$ cat config.mk
export PLATFORM = sky130hd
export DESIGN_NAME = alu_pipe_flat
export DESIGN_NICKNAME = d
export VERILOG_FILES = /design/src/rtl/alu_pkg.sv /design/src/rtl/alu_pipe_if.sv /design/src/rtl/alu_mul_seq.sv /design/src/rtl/alu_pipe.sv /design/src/flat_wrapper.sv
export SDC_FILE = /design/constraint.sdc
export NUM_CORES = 1
export LEC_CHECK = 0
export ABC_CLOCK_PERIOD_IN_PS = 3900
export CAP_MARGIN = 40
export CORE_UTILIZATION = 50
export CTS_BUF_LIST = sky130_fd_sc_hd__clkbuf_4 sky130_fd_sc_hd__clkbuf_8 sky130_fd_sc_hd__clkbuf_16
export CTS_CLUSTER_DIAMETER = 30
export CTS_CLUSTER_SIZE = 16
export DETAILED_ROUTE_END_ITERATION = 8
export PLACE_DENSITY = 0.81
export SYNTH_ARGS = -nofsm -noshare
export SYNTH_HDL_FRONTEND = slang
export SYNTH_HIERARCHICAL = 1
export SYNTH_SLANG_ARGS = --single-unit
$ cat constraint.sdc
create_clock -name clk -period 3.9 [get_ports clk]
set_input_delay 0.78 -clock clk [delete_from_list [all_inputs] [get_ports clk]]
set_output_delay 0.78 -clock clk [all_outputs]
set_load 0.02 [all_outputs]
$ cat src/rtl/alu_pkg.sv
// Shared opcode and state encodings for the pipelined ALU.
// Also holds the sign-rule overflow helper used by the add/subtract paths.
package alu_pkg;

    typedef enum logic [3:0] {
        OP_SUB  = 4'd0,
        OP_ADD  = 4'd1,
        OP_OR   = 4'd2,
        OP_AND  = 4'd3,
        OP_DEC  = 4'd4,
        OP_INC  = 4'd5,
        OP_NOTA = 4'd6,
        OP_NOTB = 4'd7,
        OP_SLL  = 4'd8,
        OP_SRL  = 4'd9,
        OP_SRA  = 4'd10,
        OP_MUL  = 4'd11
    } op_e;

    typedef enum logic [1:0] {
        IDLE,
        EXEC,
        DONE
    } state_e;

    localparam int unsigned OPW = 4;

    // Signed overflow of s = a + b, judged on sign bits only.
    function automatic logic sgn_ovf(input logic a_msb, input logic b_msb, input logic s_msb);
        return (a_msb == b_msb) && (s_msb != a_msb);
    endfunction

endpackage

$ cat src/rtl/alu_pipe_if.sv
// Operand/result handshake bundle for alu_pipe.
// The master side issues beats and consumes results; the slave side is the ALU.
interface alu_pipe_if #(
    parameter int unsigned WIDTH = 16
);
    logic             in_valid;
    logic             in_ready;
    logic [WIDTH-1:0] A;
    logic [WIDTH-1:0] B;
    logic [3:0]       ALUCtrl;
    logic             out_valid;
    logic             out_ready;
    logic [WIDTH-1:0] S;
    logic             Overflow;
    logic             Zero;
    logic             Illegal;
    logic             ovf_sticky;
    logic             clr_sticky;

    modport master (
        output in_valid, A, B, ALUCtrl, out_ready, clr_sticky,
        input  in_ready, out_valid, S, Overflow, Zero, Illegal, ovf_sticky
    );

    modport slave (
        input  in_valid, A, B, ALUCtrl, out_ready, clr_sticky,
        output in_ready, out_valid, S, Overflow, Zero, Illegal, ovf_sticky
    );

endinterface

$ cat src/rtl/alu_mul_seq.sv
// Iterative WIDTH x WIDTH unsigned shift-add multiplier, one partial product per cycle.
// product_o carries the final sum combinationally during the cycle done_o is high.
module alu_mul_seq #(
    parameter int unsigned WIDTH = 16
) (
    input  logic               clk,
    input  logic               rst_n,
    input  logic               start_i,
    input  logic [WIDTH-1:0]   a_i,
    input  logic [WIDTH-1:0]   b_i,
    output logic               busy_o,
    output logic               done_o,
    output logic [2*WIDTH-1:0] product_o
);

    localparam int unsigned CW = $clog2(WIDTH);

    logic               busy_q, busy_d;
    logic [CW-1:0]      cnt_q, cnt_d;
    logic [2*WIDTH-1:0] acc_q, acc_d;
    logic [2*WIDTH-1:0] mcand_q, mcand_d;
    logic [WIDTH-1:0]   mplier_q, mplier_d;
    logic [2*WIDTH-1:0] acc_step;

    always_comb begin
        acc_step = acc_q + (mplier_q[0] ? mcand_q : '0);
        busy_d   = busy_q;
        cnt_d    = cnt_q;
        acc_d    = acc_q;
        mcand_d  = mcand_q;
        mplier_d = mplier_q;
        if (busy_q) begin
            acc_d    = acc_step;
            mcand_d  = mcand_q << 1;
            mplier_d = mplier_q >> 1;
            if (cnt_q == '0) begin
                busy_d = 1'b0;
            end else begin
                cnt_d = cnt_q - 1'b1;
            end
        end else if (start_i) begin
            busy_d   = 1'b1;
            cnt_d    = CW'(WIDTH - 1);
            acc_d    = '0;
            mcand_d  = {{WIDTH{1'b0}}, a_i};
            mplier_d = b_i;
        end
    end

    always_ff @(posedge clk or negedge rst_n) begin
        if (!rst_n) begin
            busy_q   <= 1'b0;
            cnt_q    <= '0;
            acc_q    <= '0;
            mcand_q  <= '0;
            mplier_q <= '0;
        end else begin
            busy_q   <= busy_d;
            cnt_q    <= cnt_d;
            acc_q    <= acc_d;
            mcand_q  <= mcand_d;
            mplier_q <= mplier_d;
        end
    end

    assign busy_o    = busy_q;
    assign done_o    = busy_q && (cnt_q == '0);
    assign product_o = acc_step;

endmodule

$ cat src/rtl/alu_pipe.sv
// Handshaked ALU: single-cycle ops register in one cycle, MUL runs on alu_mul_seq.
// Owns the valid/ready protocol, result/flag registers and the sticky overflow bit.
module alu_pipe
    import alu_pkg::*;
#(
    parameter int unsigned WIDTH = 16
) (
    input logic       clk,
    input logic       rst_n,
    alu_pipe_if.slave bus
);

    localparam int unsigned SHW = $clog2(WIDTH);

    state_e             state_q, state_d;
    logic [WIDTH-1:0]   s_q, s_d;
    logic               ovf_q, ovf_d;
    logic               ill_q, ill_d;
    logic               zero_q;
    logic               sticky_q, sticky_d;
    logic               load;

    op_e                op;
    logic               accept;
    logic               mul_start;
    logic               mul_busy;
    logic               mul_done;
    logic [2*WIDTH-1:0] mul_prod;

    logic [WIDTH-1:0]   alu_s;
    logic               alu_ovf;
    logic               alu_ill;
    logic [SHW-1:0]     shamt;

    assign op        = op_e'(bus.ALUCtrl);
    assign shamt     = bus.B[SHW-1:0];
    assign bus.in_ready = !mul_busy &&
                          ((state_q == IDLE) || ((state_q == DONE) && bus.out_ready));
    assign accept    = bus.in_valid && bus.in_ready;
    assign mul_start = accept && (op == OP_MUL);

    alu_mul_seq #(
        .WIDTH(WIDTH)
    ) u_mul (
        .clk      (clk),
        .rst_n    (rst_n),
        .start_i  (mul_start),
        .a_i      (bus.A),
        .b_i      (bus.B),
        .busy_o   (mul_busy),
        .done_o   (mul_done),
        .product_o(mul_prod)
    );

    always_comb begin
        alu_s   = '0;
        alu_ovf = 1'b0;
        alu_ill = 1'b0;
        case (op)
            OP_SUB: begin
                alu_s   = bus.A - bus.B;
                alu_ovf = sgn_ovf(bus.A[WIDTH-1], ~bus.B[WIDTH-1], alu_s[WIDTH-1]);
            end
            OP_ADD: begin
                alu_s   = bus.A + bus.B;
                alu_ovf = sgn_ovf(bus.A[WIDTH-1], bus.B[WIDTH-1], alu_s[WIDTH-1]);
            end
            OP_OR:   alu_s = bus.A | bus.B;
            OP_AND:  alu_s = bus.A & bus.B;
            OP_DEC: begin
                alu_s   = bus.A - 1'b1;
                alu_ovf = sgn_ovf(bus.A[WIDTH-1], 1'b1, alu_s[WIDTH-1]);
            end
            OP_INC: begin
                alu_s   = bus.A + 1'b1;
                alu_ovf = sgn_ovf(bus.A[WIDTH-1], 1'b0, alu_s[WIDTH-1]);
            end
            OP_NOTA: alu_s = ~bus.A;
            OP_NOTB: alu_s = ~bus.B;
            OP_SLL:  alu_s = bus.A << shamt;
            OP_SRL:  alu_s = bus.A >> shamt;
            OP_SRA:  alu_s = $signed(bus.A) >>> shamt;
            OP_MUL:  alu_s = '0;
            default: alu_ill = 1'b1;
        endcase
    end

    // A new beat can only be accepted from IDLE or a draining DONE, so it is
    // handled once after the per-state transitions and overrides them.
    always_comb begin
        state_d = state_q;
        s_d     = s_q;
        ovf_d   = ovf_q;
        ill_d   = ill_q;
        load    = 1'b0;
        case (state_q)
            IDLE: ;
            EXEC: begin
                if (mul_done) begin
                    state_d = DONE;
                    s_d     = mul_prod[WIDTH-1:0];
                    ovf_d   = |mul_prod[2*WIDTH-1:WIDTH];
                    ill_d   = 1'b0;
                    load    = 1'b1;
                end
            end
            DONE: begin
                if (bus.out_ready) state_d = IDLE;
            end
            default: state_d = IDLE;
        endcase
        if (accept) begin
            if (op == OP_MUL) begin
                state_d = EXEC;
            end else begin
                state_d = DONE;
                s_d     = alu_s;
                ovf_d   = alu_ovf;
                ill_d   = alu_ill;
                load    = 1'b1;
            end
        end
        sticky_d = (load && ovf_d) || (sticky_q && !bus.clr_sticky);
    end

    always_ff @(posedge clk or negedge rst_n) begin
        if (!rst_n) begin
            state_q  <= IDLE;
            s_q      <= '0;
            ovf_q    <= 1'b0;
            ill_q    <= 1'b0;
            zero_q   <= 1'b0;
            sticky_q <= 1'b0;
        end else begin
            state_q  <= state_d;
            s_q      <= s_d;
            ovf_q    <= ovf_d;
            ill_q    <= ill_d;
            sticky_q <= sticky_d;
            if (load) zero_q <= (s_d == '0);
        end
    end

    assign bus.out_valid  = (state_q == DONE);
    assign bus.S          = s_q;
    assign bus.Overflow   = ovf_q;
    assign bus.Zero       = zero_q;
    assign bus.Illegal    = ill_q;
    assign bus.ovf_sticky = sticky_q;

endmodule

$ cat src/flat_wrapper.sv
// flat-port wrapper written by rule: the top's interface ports become plain ports
module alu_pipe_flat import alu_pkg::*;
#(
    parameter int unsigned WIDTH = 16
)
  (clk, rst_n, bus_in_valid, bus_A, bus_B, bus_ALUCtrl, bus_out_ready, bus_clr_sticky, bus_in_ready, bus_out_valid, bus_S, bus_Overflow, bus_Zero, bus_Illegal, bus_ovf_sticky);
  alu_pipe_if #(.WIDTH(WIDTH)) bus_i ();
  input logic clk;
  input logic rst_n;
  input wire logic [$bits(bus_i.in_valid)-1:0] bus_in_valid;
  input wire logic [$bits(bus_i.A)-1:0] bus_A;
  input wire logic [$bits(bus_i.B)-1:0] bus_B;
  input wire logic [$bits(bus_i.ALUCtrl)-1:0] bus_ALUCtrl;
  input wire logic [$bits(bus_i.out_ready)-1:0] bus_out_ready;
  input wire logic [$bits(bus_i.clr_sticky)-1:0] bus_clr_sticky;
  output wire logic [$bits(bus_i.in_ready)-1:0] bus_in_ready;
  output wire logic [$bits(bus_i.out_valid)-1:0] bus_out_valid;
  output wire logic [$bits(bus_i.S)-1:0] bus_S;
  output wire logic [$bits(bus_i.Overflow)-1:0] bus_Overflow;
  output wire logic [$bits(bus_i.Zero)-1:0] bus_Zero;
  output wire logic [$bits(bus_i.Illegal)-1:0] bus_Illegal;
  output wire logic [$bits(bus_i.ovf_sticky)-1:0] bus_ovf_sticky;
  assign bus_i.in_valid = bus_in_valid;
  assign bus_i.A = bus_A;
  assign bus_i.B = bus_B;
  assign bus_i.ALUCtrl = bus_ALUCtrl;
  assign bus_i.out_ready = bus_out_ready;
  assign bus_i.clr_sticky = bus_clr_sticky;
  assign bus_in_ready = bus_i.in_ready;
  assign bus_out_valid = bus_i.out_valid;
  assign bus_S = bus_i.S;
  assign bus_Overflow = bus_i.Overflow;
  assign bus_Zero = bus_i.Zero;
  assign bus_Illegal = bus_i.Illegal;
  assign bus_ovf_sticky = bus_i.ovf_sticky;
  alu_pipe #(.WIDTH(WIDTH)) u_core (.clk(clk), .rst_n(rst_n), .bus(bus_i));
endmodule
==> summary.txt, run 1 <==
STA
  • Endpoints failing setup: 0
  • Min cycle time layout: 3.89 ns
  • Layout Skew: 0.0215 ns
  • Setup_tns: 0 ns
  • Slew @ Worst Pin: 0.841 ns
  • Rel. slew slack: 43.2%
  • RSZ-0062 raised after global routing: true
  • Fmax achieved: 0.257 GHz
  • Final period util: 99.7%
  • Hold Fails Final Rpt: 0
  • Final slew viol count: 0

Placement
  • GPL Wtd Cong: 1.07
  • DP Wirelength: 37.0 mm
  • Placed insts: 2084
  • Placed cell areas: 0.0154 mm2
  • IO buf count: 62

GRT
  • Initial antenna violation count: 0
  • Grt total ovfl: 0
  • Largest net degree at the start of global routing: 73
  • First-pass GRT wire length: 72.9 mm
  • Total GRT Usage: 38.5%
  • Number of global-route vias before repair: 13200

Floorplan
  • Die H: 159 um
  • Starting density of the core: 51.7%
  • Die footprint: 0.0252 mm2
  • Rows: 56
  • I/O pin count: 63
  • Die Width: 159 um
  • Core area: 0.0238 mm2

Status
  • Status: complete, no violations

Setup path
  • CP Launch Type: flop
  • Worst R2R Setup Slack: 0.01 ns
  • RR Startpoint: u_core/u_mul/mplier_q[0]
  • R2R Path End: u_core/bus.Zero
  • Critical path class: flop to flop
  • Req. time, crit path: 4.22 ns
  • Crit. End Element: flop
  • FF-to-FF path depth: 16
  • Arrival time at the worst endpoint: 4.21 ns
  • Maximum fanout along the worst path: 4

Pwr
  • PwrDens: 191 mW/mm2
  • Leak: 0.00689 uW
  • VDD IR max: 211 uV

Min path
  • Hold Crit Class: input port to asynchronous set/reset pin

Finish
  • FF+latch area: 0.00268 mm2
  • Non-Filler Instances: 2104
  • Area grow syn2layout: 30.9%
  • Multi-input logic area: 0.00907 mm2
  • Nets@finish: 1908
  • Design area: 0.0161 mm2
  • Share of cells above drive strength 1: 27.4%
  • Fillers: 1933

Synthesis
  • Syn avg cell area: 8.32 um2
  • Top cell type's share of synthesized area: 21.8%
  • Sequential-to-total area share from yosys stat: 21.8%
  • Yosys top cell by area: dfrtp_1
  • FF+latch count, synth: 107
  • Number of synthesis warnings: 6
  • Synth top area cells: dfrtp_1 (22%), ha_1 (8.7%), mux4_2 (6.6%)
  • Post-synth ARST share: 100%
  • Synth unique cells: 101
  • Top_reg_cell synth: dfrtp_1
  • Cells after synthesis: 1475
  • Mapped Area: 0.0123 mm2
  • Mapped Nets: 1604
  • EDFF count, synth: 0

Routing
  • Avg WL per Cell: 22.8 um
  • First DRT Iteration DRCs: 1335
  • Vias per cell: 6.44
  • Drt first pass iters: 5
  • Vias: 13600
  • DRC Markers: 0
  • Final wirelength: 48.1 mm
  • Post-route ant nets: 0

Flow run
  • Max cap viols: 0

Clock tree
  • CTS buffer count: 9
  • CTS clk-pin slew, worst paths: 0.09 ns
  • Hold buffer count at CTS: 0
  • Clock sink total: 107
  • Worst skew pair latency: 0.37 ns
  • Max clock buf depth: 2
  • Clk Tree Root Cell: clkbuf_16
  • CTS tree: yes
  • H-tree depth: 3
## report_power, final
part           switching, uW  internal, uW  total, uW  leakage, uW
clock                    526           476       1000     0.000144
sequential                 0          1110       1110      0.00112
combinational            515           438        953      0.00563
total                   1040          2020       3060      0.00689
## worst max-delay path by stage
stage,depth (start not counted),to,start
floorplan,14,u_core/bus.Zero,bus_A[2]
global placement,14,u_core/bus.Zero,bus_A[0]
detailed placement,14,u_core/bus.Zero,bus_A[0]
CTS,18,u_core/bus.Zero,u_core/u_mul/mplier_q[0]
global route,16,u_core/bus.Zero,u_core/u_mul/mplier_q[0]
finish,16,u_core/bus.Zero,u_core/u_mul/mplier_q[0]
## Yosys cell counts (22+ instances only)
cell type  number
nor4_1         28
mux4_2         36
nand3_1        27
a22o_1         27
xnor2_1        39
a21o_1         22
clkbuf_1       63
ha_1           85
buf_2          29
nand4_1        22
o21ai_0        99
dfrtp_1       107
nand2_1       160
mux2i_1        65
and2_1         42
inv_1          69
nor2_1        106
a21oi_1        74
nor3_1         23
## flip-flops by register name, summed over array words and instances (netlist names)
register,flops
u_core/bus.Overflow,1
u_core/bus.Zero,1
u_core/bus.S,16
u_core/u_mul/acc_q,32
u_core/bus.ovf_sticky,1
u_core/state_q,2
u_core/u_mul/mcand_q,32
u_core/u_mul/cnt_q,4
u_core/u_mul/mplier_q,16
u_core/u_mul/busy_o,1
u_core/bus.Illegal,1
## logic make-up (layout without fill, tap and decap cells)
family | after synthesis | after routing | share of synthesized area [%]
AOI/OAI and AO/OA | 419 | 419 | 23.6
buffers and inverters | 187 | 496 | 6.70
and+or+nand+nor | 506 | 506 | 21.1
adders and majority gates | 88 | 88 | 9.15
other | 0 | 1 | 0
muxes | 115 | 115 | 13.9
xor gates and xnor gates | 53 | 53 | 3.78
DFF | 107 | 107 | 21.8
## critical path, stage by stage (launching register included)
cell and delay [ns]:
dfrtp_2 0.46, and2_4 0.16, ha_2 0.18, fa_2 0.35
a21o_1 0.21, and4_4 0.21, nor2_4 0.09, o21ai_2 0.09
xor2_1 0.19, mux2i_1 0.16, buf_4 0.15, nor2_1 0.03
or3_1 0.33, o41a_1 0.42, or3b_4 0.40, nor4_4 0.20
a32o_1 0.21
## layer usage
layer / vias to the layer above / routed length [um] / track usage, %
li1: 6105 / - / -
met1: 6537 / 18500 / 46.4
met2: 733 / 22400 / 64.4
met3: 185 / 4150 / 7.02
met4: 0 / 3000 / 21.8
met5: - / 0 / 0
## layout make-up
class | count | share of cell area, %
clock buffer | 10 | 1.49
tap | 319 | 2.48
sequential | 107 | 16.7
antenna | 1 | 0.0156
clock inverter | 6 | 0.405
timing repair buffer | 407 | 20.8
multi-input combinational | 1181 | 56.4
inverter | 73 | 1.71
## per-stage QoR
stage	utilization, %	power [uW]	hold WS (ns)	setup slack (ns)
4_1_cts	66.5	3040	0.389	0.0112
6_report	67.6	3060	0.358	0.0134
3_3_place_gp	64.9	2040	0.460	-0.495
2_1_floorplan	-	1620	0.452	0.103
3_5_place_dp	65.0	2050	0.477	-0.543
5_1_grt	67.6	3160	0.404	-0.0580
## repair_timing
item	in CTS	in global routing
setup endpoints to repair	3	5
pin swaps	3	22
gates cloned	0	1
gates resized for setup	12	48
setup buffers	0	3
## layout by cell type (no fill, tap or decap), types with 12 or more instances in the layout
cell / netlist / layout
inv_1: 69 / 69
nor2_1: 106 / 103
and2_1: 42 / 40
a22o_1: 27 / 27
clkdlybuf4s50_1: 0 / 56
buf_4: 8 / 334
o21ai_0: 99 / 93
ha_1: 85 / 75
mux4_2: 36 / 36
nand2_1: 160 / 160
a21o_1: 22 / 22
a31oi_1: 14 / 13
mux2i_1: 65 / 65
xor2_1: 14 / 14
dfrtp_1: 107 / 105
nor2b_1: 16 / 15
nand4_1: 22 / 22
nand3_1: 27 / 27
or3_1: 13 / 12
nor3_1: 23 / 22
a211oi_1: 18 / 13
xnor2_1: 39 / 39
a21oi_1: 74 / 68
nor4_1: 28 / 24
o211ai_1: 19 / 19
nand2b_1: 13 / 13
(Power assumes the default switching activity.)
==> run 2, diff against run 1 <==
PLACE_DENSITY = 0.82   (was 0.81)
==> summary.txt, run 2 (synthesis results as in run 1) <==
Status
  • Status: complete, but fails checks
  • Violated checks: negative setup slack

STA
  • Rel. slew slack: 38.4% (-4.8 points)
  • Final period util: 101% (+0.91 points)
  • Min cycle time layout: 3.92 ns (+0.0356 ns)
  • Layout Skew: 0.0154 ns (-0.00617 ns)
  • RSZ-0062 raised after global routing: true
  • Endpoints failing setup: 1 (+1)
  • Hold Fails Final Rpt: 0 (unchanged)
  • Final worst slack: -0.0223 ns (-0.0356 ns)
  • Fmax achieved: 0.255 GHz (-0.91%)
  • Final slew viol count: 0 (unchanged)
  • Final Hold Slack: 0.446 ns (+0.0880 ns)
  • Slew @ Worst Pin: 0.923 ns (+0.0819 ns)

Clock tree
  • Max clock buf depth: 2 (unchanged)
  • Clock sink total: 107 (unchanged)
  • CTS clk-pin slew, worst paths: 0.09 ns (about the same)
  • Hold buffer count at CTS: 0 (unchanged)
  • H-tree depth: 3 (unchanged)
  • Worst skew pair latency: 0.38 ns (about the same)
  • CTS tree: yes
  • Clk Tree Root Cell: clkbuf_16
  • CTS buffer count: 9 (unchanged)

Finish
  • Commonest non-fill, non-tap cells in the layout: buf_4 (347), nand2_1 (160), dfrtp_1 (106), nor2_1 (104), o21ai_0 (98)
  • Commonest non-fill, non-tap cell in the layout: buf_4
  • Nets@finish: 1923 (+0.79%)
  • Area grow syn2layout: 31.7%
  • Non-Filler Instances: 2119 (+0.71%)
  • Share of cells above drive strength 1: 27.3% (-0.062 points)
  • Design area: 0.0162 mm2 (+0.63%)
  • Biggest regs: u_core/u_mul/acc_q (32), u_core/u_mul/mcand_q (32)

Routing
  • Post-route ant nets: 0 (unchanged)
  • Vias: 13600 (+0.65%)
  • Final wirelength: 49.8 mm (+3.7%)
  • DRC Markers: 0 (unchanged)
  • First DRT Iteration DRCs: 1252 (-6.2%)
  • Drt first pass iters: 7 (+2)
  • Avg WL per Cell: 23.5 um (+3.0%)
  • Vias per cell: 6.44 (about the same)

Placement
  • IO buf count: 62 (unchanged)
  • Placed cell areas: 0.0156 mm2 (+1.1%)
  • Dpl ws: -0.420 ns (+0.123 ns)
  • GPL Wtd Cong: 1.05 (-2.5%)
  • DP Wirelength: 38.4 mm (+4.0%)
  • Placed insts: 2099 (+0.72%)

Setup path
  • Maximum fanout along the worst path: 4 (unchanged)
  • CP Launch Type: flop
  • Arrival time at the worst endpoint: 4.23 ns (+0.02 ns)
  • Crit. End Element: flop
  • Req. time, crit path: 4.21 ns (about the same)
  • Critical path class: flop to flop
  • FF-to-FF path depth: 19 (+3)

Floorplan
  • Die footprint: 0.0252 mm2 (unchanged)
  • Starting density of the core: 51.7% (unchanged)
  • Die Width: 159 um (unchanged)
  • I/O pin count: 63 (unchanged)
  • Core area: 0.0238 mm2 (unchanged)
  • Rows: 56 (unchanged)
  • Die H: 159 um (unchanged)

Min path
  • Hold Crit Class: input port to asynchronous set/reset pin

Pwr
  • Tot Pwr: 3100 uW (+1.2%)
  • Leak: 0.00695 uW (+0.81%)
  • PwrDens: 192 mW/mm2 (+0.60%)
  • VDD IR max: 235 uV (+11%)

GRT
  • Initial antenna violation count: 1 (+1)
  • First-pass GRT wire length: 75.2 mm (+3.2%)
  • GRT met3 Usage: 7.29% (+0.27 points)
  • Largest net degree at the start of global routing: 74 (+1.4%)
  • Total GRT Usage: 40.0% (+1.5 points)
  • Met1 layer usage reported by global route: 45.9% (-0.49 points)
  • Layer with the highest usage: met2
  • Grt met2 use: 69.0% (+4.6 points)
  • Grt total ovfl: 0 (unchanged)
  • Number of global-route vias before repair: 13500 (+2.4%)

Flow run
  • Max cap viols: 0 (unchanged)
==> run 2: cell count changes in the layout (fill, tap and decap cells not counted), sizes merged <==
cell	previous run	this run
buf	348	364
clkinv	3	7
clkbuf	12	9
clkinvlp	2	0
clkdlybuf4s50	56	57
dlygate4sd2	1	0
dlymetal6s2s	0	1
inv	74	73
==> run 2: repair_timing <==
action,CTS,global route
pin swaps,3,6
endpoints found under the setup margin,3,5
endpoints found under the hold margin,0,0
setup buffers,0,3
resized for setup,19,21
==> run 2: where the power goes <==
part           internal (uW)  switching, uW  total [uW]
Sequential              1110              0        1110
Combinational            459            523         983
Clock                    467            542        1010
==> run 2: metal layers <==
| layer | wire length (um) | vias to the layer above |
|---|---|---|
| li1 | - | 6118 |
| met1 | 18900 | 6641 |
| met2 | 24000 | 708 |
| met3 | 3910 | 181 |
| met4 | 3050 | 0 |
| met5 | 0 | - |
==> run 2: path summary, 6_finish.rpt <==
kind,to,start,slack [ns]
max in group asynchronous,u_core/u_mul/busy_o,rst_n,2.64
hold reg to reg,u_core/bus.Illegal,u_core/bus.Illegal,0.49
setup / recovery,u_core/bus.Zero,u_core/u_mul/mplier_q[0],-0.02
hold / removal,u_core/u_mul/mcand_q[24],rst_n,0.45
setup reg to reg,u_core/bus.Zero,u_core/u_mul/mplier_q[0],-0.02
min in group clk,u_core/bus.Illegal,u_core/bus.Illegal,0.49
==> run 2: critical path, cell delays in order (launching register included) <==
cell and delay, ns:
dfrtp_1 0.41, and2_1 0.17, ha_4 0.17, fa_2 0.35, a21o_1 0.20, and4_4 0.21, nor2_4 0.12, o21ai_2 0.09
a21o_1 0.21, a211oi_2 0.29, nor2_1 0.07, nand2_1 0.08, a21oi_1 0.12, a21oi_1 0.14, a31oi_1 0.13, a311o_2 0.34
nand3b_1 0.20, nor4_2 0.24, buf_4 0.16, a32o_1 0.15
==> run 2: final cells by class <==
class | count | area, um2
multi-input cells | 1181 | 9010
fillers | 1934 | 7590
repair buffers | 422 | 3480
flip-flops and latches | 107 | 2680
well taps | 319 | 399
inverters | 73 | 274
clock buffers | 9 | 225
clock inverters | 7 | 91.3
diodes | 1 | 2.50
==> run 2: metrics by stage <==
stage          util, %  TNS (ns)
5_1_grt           68.1    -0.323
3_5_place_dp      65.7    -0.990
2_1_floorplan        -         0
3_3_place_gp      65.7    -0.875
6_report          68.1   -0.0223
4_1_cts           67.4  -0.00542
